--- config.mk ---
export PLATFORM = sky130hd
export DESIGN_NAME = sprite_renderer
export DESIGN_NICKNAME = d
export VERILOG_FILES = /design/src/rtl/sprite_renderer_pkg.sv /design/src/rtl/sprite_renderer_timing.sv /design/src/rtl/sprite_renderer.sv
export SDC_FILE = /design/constraint.sdc
export NUM_CORES = 1
export LEC_CHECK = 0
export BUFFER_PORTS_ARGS = -buffer_cell sky130_fd_sc_hd__buf_2
export CORE_ASPECT_RATIO = 1.5
export CORE_MARGIN = 3
export CORE_UTILIZATION = 62
export DETAILED_ROUTE_END_ITERATION = 10
export MAX_ROUTING_LAYER = met4
export PLACE_DENSITY = 0.87
export SLEW_MARGIN = 15
export SYNTH_ARGS = -nofsm -noshare
export SYNTH_HDL_FRONTEND = slang
export SYNTH_SLANG_ARGS = --single-unit
--- constraint.sdc ---
create_clock -name clk_vga -period 5.86 [get_ports clk_vga]
set_input_delay 1.172 -clock clk_vga [delete_from_list [all_inputs] [get_ports clk_vga]]
set_output_delay 1.172 -clock clk_vga [all_outputs]
set_load 0.01 [all_outputs]
--- src/rtl/sprite_renderer_pkg.sv ---
// Shared VGA definitions: default 640x480@60 timing, sync
// polarity encoding and the 24-bit colour type.
package sprite_renderer_pkg;

  localparam int VGA_H_ACTIVE = 640;
  localparam int VGA_H_FP     = 16;
  localparam int VGA_H_SYNC   = 96;
  localparam int VGA_H_BP     = 48;
  localparam int VGA_V_ACTIVE = 480;
  localparam int VGA_V_FP     = 10;
  localparam int VGA_V_SYNC   = 2;
  localparam int VGA_V_BP     = 33;

  localparam logic SYNC_ACT_LOW  = 1'b0;
  localparam logic SYNC_ACT_HIGH = 1'b1;

  localparam int COLOR_W = 24;
  typedef logic [COLOR_W-1:0] rgb_t;

  function automatic logic sync_level(
    input logic on,
    input logic pol
  );
    return on ? pol : ~pol;
  endfunction

endpackage

--- src/rtl/sprite_renderer_timing.sv ---
// Raster timing generator: h/v counters, active flag,
// raw sync levels and the start-of-vblank latch strobe.
module vga_timing
  import sprite_renderer_pkg::*;
#(
  parameter int   H_ACTIVE = VGA_H_ACTIVE,
  parameter int   H_FP     = VGA_H_FP,
  parameter int   H_SYNC   = VGA_H_SYNC,
  parameter int   H_BP     = VGA_H_BP,
  parameter int   V_ACTIVE = VGA_V_ACTIVE,
  parameter int   V_FP     = VGA_V_FP,
  parameter int   V_SYNC   = VGA_V_SYNC,
  parameter int   V_BP     = VGA_V_BP,
  parameter logic SYNC_POL = SYNC_ACT_LOW,
  parameter int   HCW      = $clog2(H_ACTIVE+H_FP+H_SYNC+H_BP+1),
  parameter int   VCW      = $clog2(V_ACTIVE+V_FP+V_SYNC+V_BP+1)
) (
  input  logic           clk,
  input  logic           rst_n,
  output logic [HCW-1:0] h_cnt,
  output logic [VCW-1:0] v_cnt,
  output logic           active,
  output logic           hs_raw,
  output logic           vs_raw,
  output logic           latch
);

  localparam int H_TOTAL = H_ACTIVE + H_FP + H_SYNC + H_BP;
  localparam int V_TOTAL = V_ACTIVE + V_FP + V_SYNC + V_BP;

  localparam logic [HCW-1:0] H_LAST = HCW'(H_TOTAL - 1);
  localparam logic [HCW-1:0] H_VIS  = HCW'(H_ACTIVE);
  localparam logic [HCW-1:0] HS_ON  = HCW'(H_ACTIVE + H_FP);
  localparam logic [HCW-1:0] HS_OFF = HCW'(H_ACTIVE + H_FP + H_SYNC);
  localparam logic [VCW-1:0] V_LAST = VCW'(V_TOTAL - 1);
  localparam logic [VCW-1:0] V_VIS  = VCW'(V_ACTIVE);
  localparam logic [VCW-1:0] VS_ON  = VCW'(V_ACTIVE + V_FP);
  localparam logic [VCW-1:0] VS_OFF = VCW'(V_ACTIVE + V_FP + V_SYNC);

  logic [HCW-1:0] h_cnt_q, h_cnt_d;
  logic [VCW-1:0] v_cnt_q, v_cnt_d;

  // Advance the raster position; v steps when h wraps
  always_comb begin
    h_cnt_d = h_cnt_q + 1'b1;
    v_cnt_d = v_cnt_q;
    if (h_cnt_q == H_LAST) begin
      h_cnt_d = '0;
      v_cnt_d = (v_cnt_q == V_LAST) ? '0 : v_cnt_q + 1'b1;
    end
  end

  // Counter registers restart at the top-left on reset
  always_ff @(posedge clk or negedge rst_n) begin
    if (!rst_n) begin
      h_cnt_q <= '0;
      v_cnt_q <= '0;
    end else begin
      h_cnt_q <= h_cnt_d;
      v_cnt_q <= v_cnt_d;
    end
  end

  assign h_cnt  = h_cnt_q;
  assign v_cnt  = v_cnt_q;
  assign active = (h_cnt_q < H_VIS) && (v_cnt_q < V_VIS);
  assign hs_raw = sync_level(
    (h_cnt_q >= HS_ON) && (h_cnt_q < HS_OFF), SYNC_POL);
  assign vs_raw = sync_level(
    (v_cnt_q >= VS_ON) && (v_cnt_q < VS_OFF), SYNC_POL);
  assign latch  = (h_cnt_q == '0) && (v_cnt_q == V_VIS);

endmodule

--- src/rtl/sprite_renderer.sv ---
// Rectangle sprite renderer: shadowed geometry, two-stage
// hit/priority pipeline, aligned colour and sync outputs.
module sprite_renderer
  import sprite_renderer_pkg::*;
#(
  parameter int   H_ACTIVE  = VGA_H_ACTIVE,
  parameter int   H_FP      = VGA_H_FP,
  parameter int   H_SYNC    = VGA_H_SYNC,
  parameter int   H_BP      = VGA_H_BP,
  parameter int   V_ACTIVE  = VGA_V_ACTIVE,
  parameter int   V_FP      = VGA_V_FP,
  parameter int   V_SYNC    = VGA_V_SYNC,
  parameter int   V_BP      = VGA_V_BP,
  parameter logic SYNC_POL  = SYNC_ACT_LOW,
  parameter int   NUM_RECTS = 4,
  parameter int   XW        = 10,
  parameter int   YW        = 9
) (
  input  logic                        clk_vga,
  input  logic                        rst_n,
  input  logic [NUM_RECTS*XW-1:0]     rect_x0,
  input  logic [NUM_RECTS*YW-1:0]     rect_y0,
  input  logic [NUM_RECTS*XW-1:0]     rect_w,
  input  logic [NUM_RECTS*YW-1:0]     rect_h,
  input  logic [NUM_RECTS*COLOR_W-1:0] rect_color,
  input  logic [NUM_RECTS-1:0]        rect_en,
  input  logic [COLOR_W-1:0]          bg_color,
  output logic                        frame_start,
  output logic                        VGA_BLANK_N,
  output logic                        VGA_HS,
  output logic                        VGA_VS,
  output logic [7:0]                  VGA_R,
  output logic [7:0]                  VGA_G,
  output logic [7:0]                  VGA_B
);

  localparam int HCW = $clog2(H_ACTIVE+H_FP+H_SYNC+H_BP+1);
  localparam int VCW = $clog2(V_ACTIVE+V_FP+V_SYNC+V_BP+1);
  // Compare width wide enough for both counter and x0+w
  localparam int HXW = (HCW > XW + 1) ? HCW : XW + 1;
  localparam int VYW = (VCW > YW + 1) ? VCW : YW + 1;

  logic [HCW-1:0] h_cnt;
  logic [VCW-1:0] v_cnt;
  logic           active;
  logic           hs_raw;
  logic           vs_raw;
  logic           latch;

  vga_timing #(
    .H_ACTIVE (H_ACTIVE),
    .H_FP     (H_FP),
    .H_SYNC   (H_SYNC),
    .H_BP     (H_BP),
    .V_ACTIVE (V_ACTIVE),
    .V_FP     (V_FP),
    .V_SYNC   (V_SYNC),
    .V_BP     (V_BP),
    .SYNC_POL (SYNC_POL),
    .HCW      (HCW),
    .VCW      (VCW)
  ) u_timing (
    .clk    (clk_vga),
    .rst_n  (rst_n),
    .h_cnt  (h_cnt),
    .v_cnt  (v_cnt),
    .active (active),
    .hs_raw (hs_raw),
    .vs_raw (vs_raw),
    .latch  (latch)
  );

  logic [NUM_RECTS*XW-1:0]      sh_x0_q, sh_x0_d;
  logic [NUM_RECTS*YW-1:0]      sh_y0_q, sh_y0_d;
  logic [NUM_RECTS*XW-1:0]      sh_w_q, sh_w_d;
  logic [NUM_RECTS*YW-1:0]      sh_h_q, sh_h_d;
  logic [NUM_RECTS*COLOR_W-1:0] sh_col_q, sh_col_d;
  logic [NUM_RECTS-1:0]         sh_en_q, sh_en_d;
  logic                         fs_q, fs_d;

  logic [NUM_RECTS-1:0] hit_q, hit_d;
  logic                 act1_q, act1_d;
  logic                 hs1_q, hs1_d;
  logic                 vs1_q, vs1_d;

  rgb_t rgb_q, rgb_d;
  rgb_t pix;
  logic blank_n_q, blank_n_d;
  logic hs2_q, hs2_d;
  logic vs2_q, vs2_d;

  // Capture geometry only at the first clock of vertical blanking
  always_comb begin
    sh_x0_d  = sh_x0_q;
    sh_y0_d  = sh_y0_q;
    sh_w_d   = sh_w_q;
    sh_h_d   = sh_h_q;
    sh_col_d = sh_col_q;
    sh_en_d  = sh_en_q;
    fs_d     = latch;
    if (latch) begin
      sh_x0_d  = rect_x0;
      sh_y0_d  = rect_y0;
      sh_w_d   = rect_w;
      sh_h_d   = rect_h;
      sh_col_d = rect_color;
      sh_en_d  = rect_en;
    end
  end

  // Stage 1: per-rectangle hit test against shadow geometry
  always_comb begin
    hit_d = '0;
    for (int i = 0; i < NUM_RECTS; i++) begin
      hit_d[i] = sh_en_q[i]
        & (HXW'(h_cnt) >= HXW'(sh_x0_q[i*XW +: XW]))
        & (HXW'(h_cnt) < HXW'(sh_x0_q[i*XW +: XW])
                         + HXW'(sh_w_q[i*XW +: XW]))
        & (VYW'(v_cnt) >= VYW'(sh_y0_q[i*YW +: YW]))
        & (VYW'(v_cnt) < VYW'(sh_y0_q[i*YW +: YW])
                         + VYW'(sh_h_q[i*YW +: YW]));
    end
    act1_d = active;
    hs1_d  = hs_raw;
    vs1_d  = vs_raw;
  end

  // Stage 2: lowest-index hit wins, blank forces black
  always_comb begin
    pix = bg_color;
    for (int i = NUM_RECTS - 1; i >= 0; i--) begin
      if (hit_q[i]) pix = sh_col_q[i*COLOR_W +: COLOR_W];
    end
    rgb_d     = act1_q ? pix : '0;
    blank_n_d = act1_q;
    hs2_d     = hs1_q;
    vs2_d     = vs1_q;
  end

  // Shadow, frame strobe and pipeline registers
  always_ff @(posedge clk_vga or negedge rst_n) begin
    if (!rst_n) begin
      sh_x0_q   <= '0;
      sh_y0_q   <= '0;
      sh_w_q    <= '0;
      sh_h_q    <= '0;
      sh_col_q  <= '0;
      sh_en_q   <= '0;
      fs_q      <= 1'b0;
      hit_q     <= '0;
      act1_q    <= 1'b0;
      hs1_q     <= ~SYNC_POL;
      vs1_q     <= ~SYNC_POL;
      rgb_q     <= '0;
      blank_n_q <= 1'b0;
      hs2_q     <= ~SYNC_POL;
      vs2_q     <= ~SYNC_POL;
    end else begin
      sh_x0_q   <= sh_x0_d;
      sh_y0_q   <= sh_y0_d;
      sh_w_q    <= sh_w_d;
      sh_h_q    <= sh_h_d;
      sh_col_q  <= sh_col_d;
      sh_en_q   <= sh_en_d;
      fs_q      <= fs_d;
      hit_q     <= hit_d;
      act1_q    <= act1_d;
      hs1_q     <= hs1_d;
      vs1_q     <= vs1_d;
      rgb_q     <= rgb_d;
      blank_n_q <= blank_n_d;
      hs2_q     <= hs2_d;
      vs2_q     <= vs2_d;
    end
  end

  assign frame_start = fs_q;
  assign VGA_BLANK_N = blank_n_q;
  assign VGA_HS      = hs2_q;
  assign VGA_VS      = vs2_q;
  assign VGA_R       = rgb_q[23:16];
  assign VGA_G       = rgb_q[15:8];
  assign VGA_B       = rgb_q[7:0];

endmodule

==> impl_summary.txt <==
----------------------------------------------------
[Status]
  Outcome ... finished clean

[Logic synthesis]
  Yosys synthesis warning count ... 0
  Synthesized Nets ... 2262
  Number of different library cells in the post-synthesis netlist ... 66
  Netlist area before placement ... 0.0185 sq mm
  Flip-flop cell with the highest count after synthesis ... dfrtp_1
  Cell types occupying the most area after synthesis ... dfrtp_1, ha_1, mux2_2
  #FFs+latches synth ... 307
  Yosys top cell by area ... dfrtp_1
  Share of Yosys cell area claimed by the top area cell type ... 0.409
  Portion of the post-synthesis area used by sequential elements ... 0.415
  Synth top cells by count ... dfrtp_1, ha_1, o21ai_0, nand2_1, mux2_2
  Number of synthesized flops with an enable pin ... 0
  Mean instance size in the synthesized netlist ... 10.6 sq um
  Share of synthesized registers carrying an async set or reset ... 1.00
  Most frequently used cell type in the post-synthesis netlist ... dfrtp_1
  Gate count after technology mapping ... 1748

[Die]
  Count of standard-cell rows ... 76
  I/O pin cnt ... between 300 and 400
  Die Wd ... 147 um
  Height of the die ... 218 um
  Die area ... 0.0321 sq mm
  Placeable Area ... 0.0291 sq mm
  Starting Density ... 0.637

[STA]
  Sum of negative setup slack ... 0 ns
  Crit path time final ... 3.52 ns
  Final count of hold timing violations ... 0
  Final max-slew violation count ... 0
  Highest Clock Rate ... about 0.28 GHz
  Actual slew at the worst max-slew pin ... 0.857 ns
  Worst max-slew margin expressed relative to the limit ... 0.421
  Total setup violations reported at the end of the flow ... 0
  Setup repair after global routing missed its margin ... no
  Worst clock skew ... approximately 0.017 ns
  Worst Hold Margin ... 0.356 ns
  Share of the clock period used by the worst path after layout ... 0.601

[Drt]
  Post-detailed-route via-to-cell ratio ... 5.93
  Iter 0 DRT Violations ... 737
  Post-route DRC violation count ... 0
  Via count ... 14567
  Final wirelength ... 47300 um
  Number of detailed-routing iterations run before antenna repair ... 7
  Antenna-violating nets left ... 0
  Drt wl/cell ... 19.3 um

[Finish]
  Signed area change from the synthesized netlist to the final layout ... 15.3%
  Fill cell total of the finished layout ... 1978
  Number of non-filler instances in the completed layout ... 2456
  # nets final ... 2556
  Layout cells sized above 1 ... 0.252
  Post-route design area ... 0.0214 sq mm

[Global routing]
  Met3 layer usage reported by global route ... 0.0432
  Pin count of the biggest net entering global routing ... 115
  Met2 capacity usage during global routing ... 0.546
  Total overflow reported by the global router ... 0
  Number of global-route vias before repair ... 15638
  Layer with the highest usage after global routing ... met2
  Routing usage on met1 ... 0.327
  GRT Total Usage ... 0.303
  Antenna violations before repair ... 1
  Global-route wire length before repair ... 76700 um

[Worst setup path]
  Critical Path Start Type ... flip-flop
  Delay of the slowest cell on the worst path ... 0.53 ns
  CP max stage cell ... o311ai_0
  List of cells traversed by the critical path ... ha_1, fa_1, nand2_1, a21oi_1, o311ai_0, nand2b_1, a21oi_1, xor2_1, ha_1, a22oi_1, and4b_1, o21ai_0, a311oi_1
  Nature of the critical path endpoint ... flip-flop
  Reg-to-reg startpoint ... sh_x0_q[10]
  Category of cells accounting for the largest share of critical-path delay ... compound AO/OA/AOI/OAI gates
  Endpoint of the worst-slack reg-to-reg timing path ... hit_q[1]
  Largest driver fanout on the critical path ... 3
  Worst EP required ... 6.34 ns
  Number of buffers and inverters on the critical path ... 0
  Worst r2r path cells ... 13
  Crit path arrival time ... around 4 ns
  Total stage count of the critical path ... 13
  Setup slack, reg-to-reg ... approximately 2.3 ns
  WS Path Type ... flip-flop to flip-flop

[CTS]
  Post-CTS setup buffer count ... 0
  CTS Buf Count ... 30
  Clock Tree Root ... clkbuf_16
  TritonCTS clock tree ... built
  CTS Hold Bufs ... 0
  Number of buffers on the longest clock path ... 3
  Number of sinks driven by the clock tree ... 307
  CTS H-Tree Depth ... 1
  Number of instances resized during post-cts repair ... 0
  Clock slew at reported path FFs ... roughly 0.07 ns
  Later-pin clock latency in the skew report ... ~0.58 ns

[Hold path]
  Cells on Worst Hold Path ... 0
  Hold Path Class ... flip-flop to flip-flop
  End of the worst hold path ... VGA_HS
  Critical hold path startpoint ... hs1_q

[Placement]
  DP HPWL ... 35100 um
  Global placement routability congestion ... roughly 0.89
  Post-placement cell count ... 2400
  Cell Area, Placed ... 0.0203 sq mm
  IO buf count ... 305

[Job]
  MaxCap Viol Count ... 0

[Power and ir drop]
  Worst vdd ir ... just under 0.2 mV
  Cell leakage power ... 11.1 nW
  Power density cells ... 206 mW/mm^2

----------------------------------------------------
[power breakdown]
group / total (W) / switching, W / internal [W]
clock network: 0.00209 / 0.000869 / 0.00122
logic: 0.000182 / 0.0000947 / 0.0000868
registers: 0.00213 / 0.00000259 / 0.00213
total: 0.00440 / 0.000966 / 0.00343
[routing by layer]
metal / part of all wire / vias to the layer above
met5: 0 / -
met4: 0.053 / 0
met3: 0.056 / 163
met2: 0.52 / 504
met1: 0.37 / 7118
li1: - / 6782
[how the worst max path moves through the flow]
stage / start / to
after floorplan: sh_x0_q[0] / hit_q[0]
after global placement: sh_x0_q[10] / hit_q[1]
after detailed placement: sh_x0_q[10] / hit_q[1]
after CTS: sh_x0_q[10] / hit_q[1]
after global routing: sh_x0_q[10] / hit_q[1]
final: sh_x0_q[10] / hit_q[1]
[logic make-up (layout without fill, tap and decap cells)]
group	count (synthesis)	after routing	share of synthesized area
compound gates	361	361	0.116
simple gates	391	391	0.100
mux	227	227	0.135
fa+ha+maj	236	236	0.162
buf+inv	165	482	0.0438
xor+xnor	61	61	0.0288
other cells	0	1	0
flops	307	307	0.415
[state kept, by name (all words and copies together), names as in the netlist, 4 cells and up]
register        count
sh_h_q             36
u_timing.v_cnt     10
sh_x0_q            40
hit_q               4
sh_en_q             4
rgb_q              24
sh_w_q             40
u_timing.h_cnt     10
sh_y0_q            36
sh_col_q           96
[stage by stage]
| stage | util | worst slack [ns] | total power [W] |
|---|---|---|---|
| finish | 0.735 | 2.34 | 0.00440 |
| global route | 0.735 | 2.10 | 0.00453 |
| CTS | 0.735 | 2.37 | 0.00443 |
| detailed placement | 0.698 | 2.40 | 0.00235 |
| global placement | 0.698 | 2.48 | 0.00235 |
| floorplan | - | 2.92 | 0.00219 |
[layout make-up]
type	instances	area (sq um)	area share
timing repair buffer	321	1710	0.0798
antenna	1	2.50	0.000117
multi-input combinational	1276	10000	0.470
clock inverter	18	246	0.0115
tap	390	488	0.0228
clock buffer	37	817	0.0382
inverter	106	398	0.0186
sequential	307	7690	0.359
[cell usage in the layout (no fill, tap or decap), types with 30 or more instances in the layout]
cell type and count:
dfrtp_1 303, nor2_1 76, mux2_1 46, inv_1 106, clkbuf_16 30, ha_1 228, buf_2 304, xor2_1 45
mux2i_1 49, a21oi_1 58, o21ai_0 168, nand2_1 167, mux2_2 132
(Power assumes the default switching activity.)
